`src/rtl/text_line_composer.sv`:
```
`default_nettype none
// +----------------------------------------------------------------------------+
// | text_line_composer: screen text store (LINES x CHARS x CW) with a cursor,  |
// | driven by valid/ready terminal commands; packs text for the VGA renderer.  |
// | Optional macro SCROLL_EN: line advance past the last line scrolls text up. |
// | Revision: 1.0                                                              |
// +----------------------------------------------------------------------------+
module text_line_composer #(
    parameter int            LINES      = 12,
    parameter int            CHARS      = 9,
    parameter int            CW         = 7,
    parameter logic [CW-1:0] BLANK_CODE = 7'h20
) (
    input  logic                      CLK,
    input  logic                      RST_N,
    input  logic                      cmd_valid,
    output logic                      cmd_ready,
    input  logic [2:0]                cmd_op,
    input  logic [CW-1:0]             cmd_char,
    output logic [LINES*CHARS*CW-1:0] words,
    output logic [3:0]                cur_line,
    output logic [3:0]                cur_col,
    output logic                      busy
);

    localparam logic [2:0] OP_WRITE   = 3'd0;
    localparam logic [2:0] OP_BKSP    = 3'd1;
    localparam logic [2:0] OP_NEWLINE = 3'd2;
    localparam logic [2:0] OP_CLEAR   = 3'd3;
    localparam logic [2:0] OP_SETLINE = 3'd4;

    localparam logic [3:0] LAST_LINE = 4'(LINES - 1);
    localparam logic [3:0] LAST_COL  = 4'(CHARS - 1);

`ifdef SCROLL_EN
    typedef enum logic [1:0] {S_IDLE = 2'd0, S_CLEAR = 2'd1, S_SCROLL = 2'd2} state_t;
`else
    typedef enum logic [1:0] {S_IDLE = 2'd0, S_CLEAR = 2'd1} state_t;
`endif

    state_t        state_q, state_d;
    logic [3:0]    line_q, line_d;
    logic [3:0]    col_q, col_d;
    logic [3:0]    k_q, k_d;
    logic [CW-1:0] scr_q [LINES][CHARS];
    logic [CW-1:0] scr_d [LINES][CHARS];

    logic          adv;
    logic          wr_en;
    logic [3:0]    wr_line;
    logic [3:0]    wr_col;
    logic [CW-1:0] wr_data;

    always_comb begin
        state_d = state_q;
        line_d  = line_q;
        col_d   = col_q;
        k_d     = k_q;
        scr_d   = scr_q;
        adv     = 1'b0;
        wr_en   = 1'b0;
        wr_line = line_q;
        wr_col  = col_q;
        wr_data = BLANK_CODE;

        case (state_q)
            S_IDLE: begin
                if (cmd_valid) begin
                    case (cmd_op)
                        OP_WRITE: begin
                            wr_en   = 1'b1;
                            wr_data = cmd_char;
                            if (col_q < LAST_COL) begin
                                col_d = col_q + 4'd1;
                            end else begin
                                col_d = 4'd0;
                                adv   = 1'b1;
                            end
                        end
                        OP_BKSP: begin
                            // The erased cell is the one the cursor moves back onto
                            if (col_q != 4'd0) begin
                                col_d  = col_q - 4'd1;
                                wr_en  = 1'b1;
                                wr_col = col_q - 4'd1;
                            end else if (line_q != 4'd0) begin
                                line_d  = line_q - 4'd1;
                                col_d   = LAST_COL;
                                wr_en   = 1'b1;
                                wr_line = line_q - 4'd1;
                                wr_col  = LAST_COL;
                            end
                        end
                        OP_NEWLINE: begin
                            col_d = 4'd0;
                            adv   = 1'b1;
                        end
                        OP_CLEAR: begin
                            state_d = S_CLEAR;
                            k_d     = 4'd0;
                        end
                        OP_SETLINE: begin
                            if ({1'b0, cmd_char[3:0]} < 5'(LINES)) begin
                                line_d = cmd_char[3:0];
                                col_d  = 4'd0;
                            end
                        end
                        default: ;
                    endcase
                end

                if (adv) begin
                    if (line_q < LAST_LINE) begin
                        line_d = line_q + 4'd1;
                    end else begin
`ifdef SCROLL_EN
                        state_d = S_SCROLL;
                        k_d     = 4'd0;
                        line_d  = LAST_LINE;
                        col_d   = 4'd0;
`else
                        line_d  = 4'd0;
                        col_d   = 4'd0;
`endif
                    end
                end
            end

            S_CLEAR: begin
                for (int l = 0; l < LINES; l++) begin
                    if (4'(l) == k_q) begin
                        for (int c = 0; c < CHARS; c++) scr_d[l][c] = BLANK_CODE;
                    end
                end
                if (k_q == LAST_LINE) begin
                    line_d  = 4'd0;
                    col_d   = 4'd0;
                    state_d = S_IDLE;
                end else begin
                    k_d = k_q + 4'd1;
                end
            end

`ifdef SCROLL_EN
            S_SCROLL: begin
                for (int l = 0; l < LINES - 1; l++) begin
                    if (4'(l) == k_q) begin
                        for (int c = 0; c < CHARS; c++) scr_d[l][c] = scr_q[l+1][c];
                    end
                end
                if (k_q == LAST_LINE) begin
                    for (int c = 0; c < CHARS; c++) scr_d[LINES-1][c] = BLANK_CODE;
                    state_d = S_IDLE;
                end else begin
                    k_d = k_q + 4'd1;
                end
            end
`endif

            default: state_d = S_IDLE;
        endcase

        // Single-cell writes only originate from IDLE, so they never collide with bulk updates
        if (wr_en) begin
            for (int l = 0; l < LINES; l++) begin
                for (int c = 0; c < CHARS; c++) begin
                    if (4'(l) == wr_line && 4'(c) == wr_col) scr_d[l][c] = wr_data;
                end
            end
        end
    end

    always_ff @(posedge CLK or negedge RST_N) begin
        if (!RST_N) begin
            state_q <= S_IDLE;
            line_q  <= 4'd0;
            col_q   <= 4'd0;
            k_q     <= 4'd0;
            for (int l = 0; l < LINES; l++) begin
                for (int c = 0; c < CHARS; c++) scr_q[l][c] <= BLANK_CODE;
            end
        end else begin
            state_q <= state_d;
            line_q  <= line_d;
            col_q   <= col_d;
            k_q     <= k_d;
            scr_q   <= scr_d;
        end
    end

    always_comb begin
        words = '0;
        for (int l = 0; l < LINES; l++) begin
            for (int c = 0; c < CHARS; c++) begin
                words[LINES*CHARS*CW-1-(l*CHARS+c)*CW -: CW] = scr_q[l][c];
            end
        end
    end

    assign cmd_ready = (state_q == S_IDLE);
    assign busy      = !cmd_ready;
    assign cur_line  = line_q;
    assign cur_col   = col_q;

endmodule
`default_nettype wire

```
`config.mk`:
```
export PLATFORM = sky130hd
export DESIGN_NAME = text_line_composer
export DESIGN_NICKNAME = d
export VERILOG_FILES = /design/src/rtl/text_line_composer.sv
export SDC_FILE = /design/constraint.sdc
export NUM_CORES = 1
export LEC_CHECK = 0
export CAP_MARGIN = 10
export CORE_ASPECT_RATIO = 0.5
export CORE_UTILIZATION = 45
export CTS_CLUSTER_DIAMETER = 200
export DETAILED_ROUTE_END_ITERATION = 8
export GPL_ROUTABILITY_DRIVEN = 0
export HOLD_SLACK_MARGIN = 0.1
export PLACE_DENSITY = 0.77
export RECOVER_POWER = 25
export SLEW_MARGIN = 15
export SYNTH_ARGS = -nofsm -noshare
export SYNTH_HDL_FRONTEND = slang
export SYNTH_SLANG_ARGS = --single-unit
```
`constraint.sdc`:
```
create_clock -name CLK -period 4.5 [get_ports CLK]
set_input_delay 0.675 -clock CLK [delete_from_list [all_inputs] [get_ports CLK]]
set_output_delay 0.675 -clock CLK [all_outputs]
set_load 0.01 [all_outputs]
```
==> flow_summary.toml, run 1 <==
[routing]
wl_per_cell_um = 26.6
drc_errors = 20
dr.pass1.iters = 8
drtAntennaViolNets = 0
totalWireLength_um = 122000
drt-vias-per-instance = 5.68
dr.first_iter.drc_count = 2336
num_vias = 26100

[final_layout]
fillers = 5699
final_cell_mix = "777 x clkdlybuf4s50_1, 726 x nand2_1, 661 x dfrtp_1, 653 x mux2i_1, 111 x nor2_1"
nets = 3586
final_common_cell = "clkdlybuf4s50_1"
stdcell_count = 4588
syn_to_final_growth_pct = 35.7
drive_above_1_share = 0.111

[synthesis]
netlist_instances = 2812
seq_area_frac_synth = 0.594
synth.distinct_cells = 71
ys_seq_elements = 769
synth.avg_cell_area_um2 = 11.6
synth_edf_count = 0
async_flop_share = 1.00
netlist_area_um2 = 32600
synth_fp_nets = 2833
synth-main-ff-cell = "dfrtp_1"
ys.warnings.count = 0

[die]
dieArea_um2 = 73600
chipHeight_um = 192
start_util = 0.457
core_um2 = 71300
rows = 69
num_io_pins = 779
chipWidth_um = 383

[placed_design]
io_buffers = 778
post-dp-hpwl_um = 85500
dp_cells = 4448

[critical_path]
arrival_ns = 4.92
r2r-start = "cur_col[0]"
critPathRequiredTime_ns = 5.06
crit_fanout = 13
criticalPathCategory = "reg2reg"
r2r_slack_ns = 0.14
cp-startpoint = "cur_col[0]"
r2r_cells = 8
reg2reg_to = "words[309]"
cp-start-kind = "flip-flop"
end_kind = "flip-flop"

[clock_network]
clock_path_buffers = 3
cts_buffers = 71
cts_tree = "built"
clk_pin_slew_ns = 0.07
root_buffer = "clkbuf_16"
cts.sink_count = 769
h-tree-depth = 3
worst_skew_pair.late_latency_ns = 0.66
post-cts-setup-buffers = 0

[timing]
setup_violations = 0
clock_skew_ns = 0.0316
slew_viol_final = 85
min_period_ns = 4.36
rsz0062_at_grt = "false"
relSlewSlack = -0.681
worst_pin_slew_ns = 2.52
hold_viol = 0
timing.final.crit_share = 0.969
totalNegativeSetupSlack_ns = 0
max_freq_mhz = 229

[global_route]
gr-total-overflow = 0
grt_max_degree = 108
use_met1 = 0.403
grt_usage = 0.321
grt_pass1_vias = 25100
grt_util_met2 = 0.518
grt_pass1_wl_um = 173000
grt_util_met3 = 0.0596
grt_antenna_before_repair = 6
busiest_layer = "met2"

[hold_path]
min_from = "words[565]"
hold_class = "reg2reg"
whs_path_depth = 2
hold_end = "words[565]"

[status]
violations = "DRC, capacitance limit, slew limit"
outcome = "finished with violations"

[power]
power.density_nw_per_um2 = 625
power_leakage_uw = 0.0208
peakVddDrop_uv = 296

[job]
cap_violations = 1
## what timing repair did
| item | CTS | global route |
|---|---|---|
| hold endpoints to repair | 53 | 0 |
| hold buffers | 1 | 0 |
| endpoints found under the setup margin | 0 | 10 |
| resized for setup | 0 | 1 |
## worst max path at each step
stage                 end  slack, ns
6_report       words[309]       0.14
5_1_grt        words[341]     0.0004
4_1_cts        words[297]       0.32
3_5_place_dp   words[297]       0.15
3_3_place_gp   words[342]       0.31
2_1_floorplan  words[301]       1.20
## synthesized netlist by cell type, types with 3 or more instances
| master | instances | share of area |
|---|---|---|
| a211oi_2 | 3 | 0.0012 |
| a21oi_1 | 22 | 0.0034 |
| a22oi_1 | 9 | 0.0021 |
| a2bb2oi_1 | 42 | 0.011 |
| a31oi_1 | 3 | 0.00058 |
| and3_1 | 4 | 0.00077 |
| buf_1 | 5 | 0.00058 |
| buf_2 | 17 | 0.0026 |
| clkbuf_1 | 167 | 0.019 |
| dfrtp_1 | 661 | 0.51 |
| dfstp_2 | 108 | 0.087 |
| ha_1 | 8 | 0.0031 |
| inv_1 | 9 | 0.0010 |
| mux2_2 | 3 | 0.0010 |
| mux2i_1 | 653 | 0.20 |
| nand2_1 | 726 | 0.084 |
| nand2_4 | 8 | 0.0028 |
| nand2b_1 | 19 | 0.0036 |
| nand3_1 | 24 | 0.0037 |
| nand4_1 | 4 | 0.00077 |
| nor2_1 | 111 | 0.013 |
| nor2_2 | 25 | 0.0048 |
| nor2b_1 | 9 | 0.0017 |
| nor3_1 | 15 | 0.0023 |
| nor3_2 | 8 | 0.0025 |
| nor3_4 | 3 | 0.0015 |
| nor3b_1 | 3 | 0.00069 |
| nor4_1 | 5 | 0.00096 |
| o211ai_1 | 5 | 0.0012 |
| o21ai_0 | 12 | 0.0018 |
| o21ai_2 | 3 | 0.00081 |
| o21ba_2 | 3 | 0.00092 |
| o21bai_1 | 3 | 0.00069 |
| o31ai_1 | 7 | 0.0016 |
| o32a_1 | 49 | 0.015 |
| or2_2 | 7 | 0.0013 |
| or3_1 | 5 | 0.00096 |
## metal layers
layer / wire length [um] / vias up / part of all wire
li1: - / 11100 / -
met1: 47700 / 13500 / 0.39
met2: 58400 / 1133 / 0.48
met3: 6730 / 393 / 0.055
met4: 9110 / 2 / 0.075
met5: 13 / - / 0.00011
## area by class of cell
class	instances	area, um^2	share of cell area
Sequential cell	769	19400	0.438
Multi-Input combinational cell	1843	12600	0.285
Timing Repair Buffer	871	8620	0.195
Clock buffer	99	2050	0.0462
Tap cell	958	1200	0.0271
Clock inverter	33	374	0.00845
Inverter	9	33.8	0.000763
Antenna cell	6	15.0	0.000339
## critical path, cell delays in order, from the launching register on
cell and delay [ns]:
dfrtp_1 0.56, inv_1 0.12, ha_1 0.36, or3b_1 0.62, o211ai_2 0.36, a32oi_1 0.27, a211oi_2 0.94, nand2_1 0.68
mux2i_1 0.33
## through the flow
step                setup WS, ns  hold WS, ns  utilization  area (um^2)  total power (uW)
floorplan                   1.20        0.379            -        32600             14600
global placement           0.315        0.508        0.587        41800             20900
detailed placement         0.150        0.513        0.587        41800             21200
CTS                        0.318        0.522        0.621        44300             27700
global route            0.000370        0.533        0.621        44300             28800
finish                     0.141        0.522        0.621        44300             27700
## power by group
part	total (uW)	leakage (uW)	switching, uW	internal [uW]
Clock	6430	0.00119	2810	3620
Combinational	10600	0.00980	5390	5200
Sequential	10600	0.00981	1420	9220
## kinds of logic after synthesis
family | Yosys count | share of synthesized area
fa+ha+maj | 9 | 0.00338
buf+inv | 200 | 0.0239
compound gates | 186 | 0.0477
mux | 656 | 0.201
simple gates | 990 | 0.129
xor+xnor | 2 | 0.000537
flops | 769 | 0.594
## state kept, by name, summed over array words and instances, names as in the netlist
register and flops:
k_q 4, words 756, cur_line 4, cur_col 4, state_q 1
Power figures use the tool's default switching activity.
==> run 2, diff against run 1 <==
HOLD_SLACK_MARGIN = 0.03   (was 0.1)
==> flow_summary.toml, run 2 (same netlist as run 1, synthesis figures left out) <==
[routing]
dr.pass1.iters = 8
totalWireLength_um = 122000
dr.first_iter.drc_count = 2317
drt-vias-per-instance = 5.70
drtAntennaViolNets = 0
num_vias = 26100
wl_per_cell_um = 26.6
drc_errors = 20

[critical_path]
arrival_ns = 4.89
crit_fanout = 13
critPathRequiredTime_ns = 5.06
cp-start-kind = "flip-flop"
criticalPathCategory = "reg2reg"
end_kind = "flip-flop"
r2r_cells = 8

[clock_network]
post-cts-setup-buffers = 0
worst_skew_pair.late_latency_ns = 0.66
cts_buffers = 71
clk_pin_slew_ns = 0.06
h-tree-depth = 3
cts.sink_count = 769
clock_path_buffers = 3
root_buffer = "clkbuf_16"
cts_tree = "built"

[final_layout]
nets = 3585
drive_above_1_share = 0.112
fillers = 5706
final_cell_mix = "777 x clkdlybuf4s50_1, 726 x nand2_1, 661 x dfrtp_1, 653 x mux2i_1, 111 x nor2_1"
syn_to_final_growth_pct = 35.5
stdcell_count = 4587
final_common_cell = "clkdlybuf4s50_1"
ff_latch_area_um2 = 19400
multi_input_area_um2 = 12600
largest_reg_flops = 756
finalInstanceArea_um2 = 44200

[timing]
slew_viol_final = 213
layout_setup_ws_ns = 0.173
totalNegativeSetupSlack_ns = 0
max_freq_mhz = 231
rsz0062_at_grt = "false"
relSlewSlack = -0.580
hold_viol = 0
clock_skew_ns = 0.0316
setup_violations = 0
worst_pin_slew_ns = 2.37
timing.final.crit_share = 0.962
min_period_ns = 4.33

[die]
core_um2 = 71300
start_util = 0.457
chipHeight_um = 192
chipWidth_um = 383
rows = 69
dieArea_um2 = 73600
num_io_pins = 779

[status]
violations = "DRC, capacitance limit, slew limit"
outcome = "finished with violations"

[placed_design]
place_area_um2 = 41800
post-dp-hpwl_um = 85500
io_buffers = 778
dp_cells = 4448
pre_cts_ws_ns = 0.150

[global_route]
grt_pass1_vias = 25100
grt_util_met2 = 0.518
grt_max_degree = 108
busiest_layer = "met2"
gr-total-overflow = 0
grt_pass1_wl_um = 173000
use_met1 = 0.403
grt_usage = 0.321
grt_antenna_before_repair = 6
grt_util_met3 = 0.0596

[power]
power_uw = 27600
power.density_nw_per_um2 = 626
peakVddDrop_uv = 294
power_leakage_uw = 0.0208

[job]
cap_violations = 2

[hold_path]
whs_path_depth = 2
hold_class = "reg2reg"
[run 2: worst paths after layout]
kind	slack (ns)	start	to
max in group asynchronous	0.76	RST_N	words[617]
worst max register to register	0.17	cur_col[0]	words[340]
worst min register to register	0.52	words[425]	words[425]
min in group asynchronous	0.71	RST_N	words[527]
worst max-delay path	0.17	cur_col[0]	words[340]
worst min-delay path	0.52	words[425]	words[425]
[run 2: final cells by class]
type,instances,share of cell area
flip-flops and latches,769,0.438
multi-input cells,1843,0.285
repair buffers,870,0.194
clock buffers,99,0.0463
well taps,958,0.0271
clock inverters,33,0.00846
inverters,9,0.000764
diodes,6,0.000340
[run 2: critical path: stages, from the launching register on]
cell and delay (ns):
dfrtp_1 0.56, inv_1 0.12, ha_1 0.36, or3b_1 0.62
o211ai_2 0.38, a21o_1 0.47, and3_1 0.83, nand2_1 0.59
mux2i_1 0.30
[run 2: stage by stage]
step | utilization | hold WS, ns
floorplan | - | 0.379
global placement | 0.587 | 0.508
detailed placement | 0.587 | 0.513
CTS | 0.621 | 0.0473
global route | 0.620 | 0.533
finish | 0.620 | 0.522
[run 2: repair_timing]
action / in CTS / in global routing
hold buffers: 0 / 0
resized for setup: 0 / 1
endpoints found under the setup margin: 0 / 10
[run 2: report_power, final]
part	switching, uW	internal, uW
clock network	2810	3620
registers	1420	9220
logic	5390	5190
total	9620	18000
[run 2: per-layer routing]
layer | vias to the layer above | share of wire
li1 | 11100 | -
met1 | 13400 | 0.39
met2 | 1165 | 0.48
met3 | 414 | 0.057
met4 | 2 | 0.077
met5 | - | 0.00011
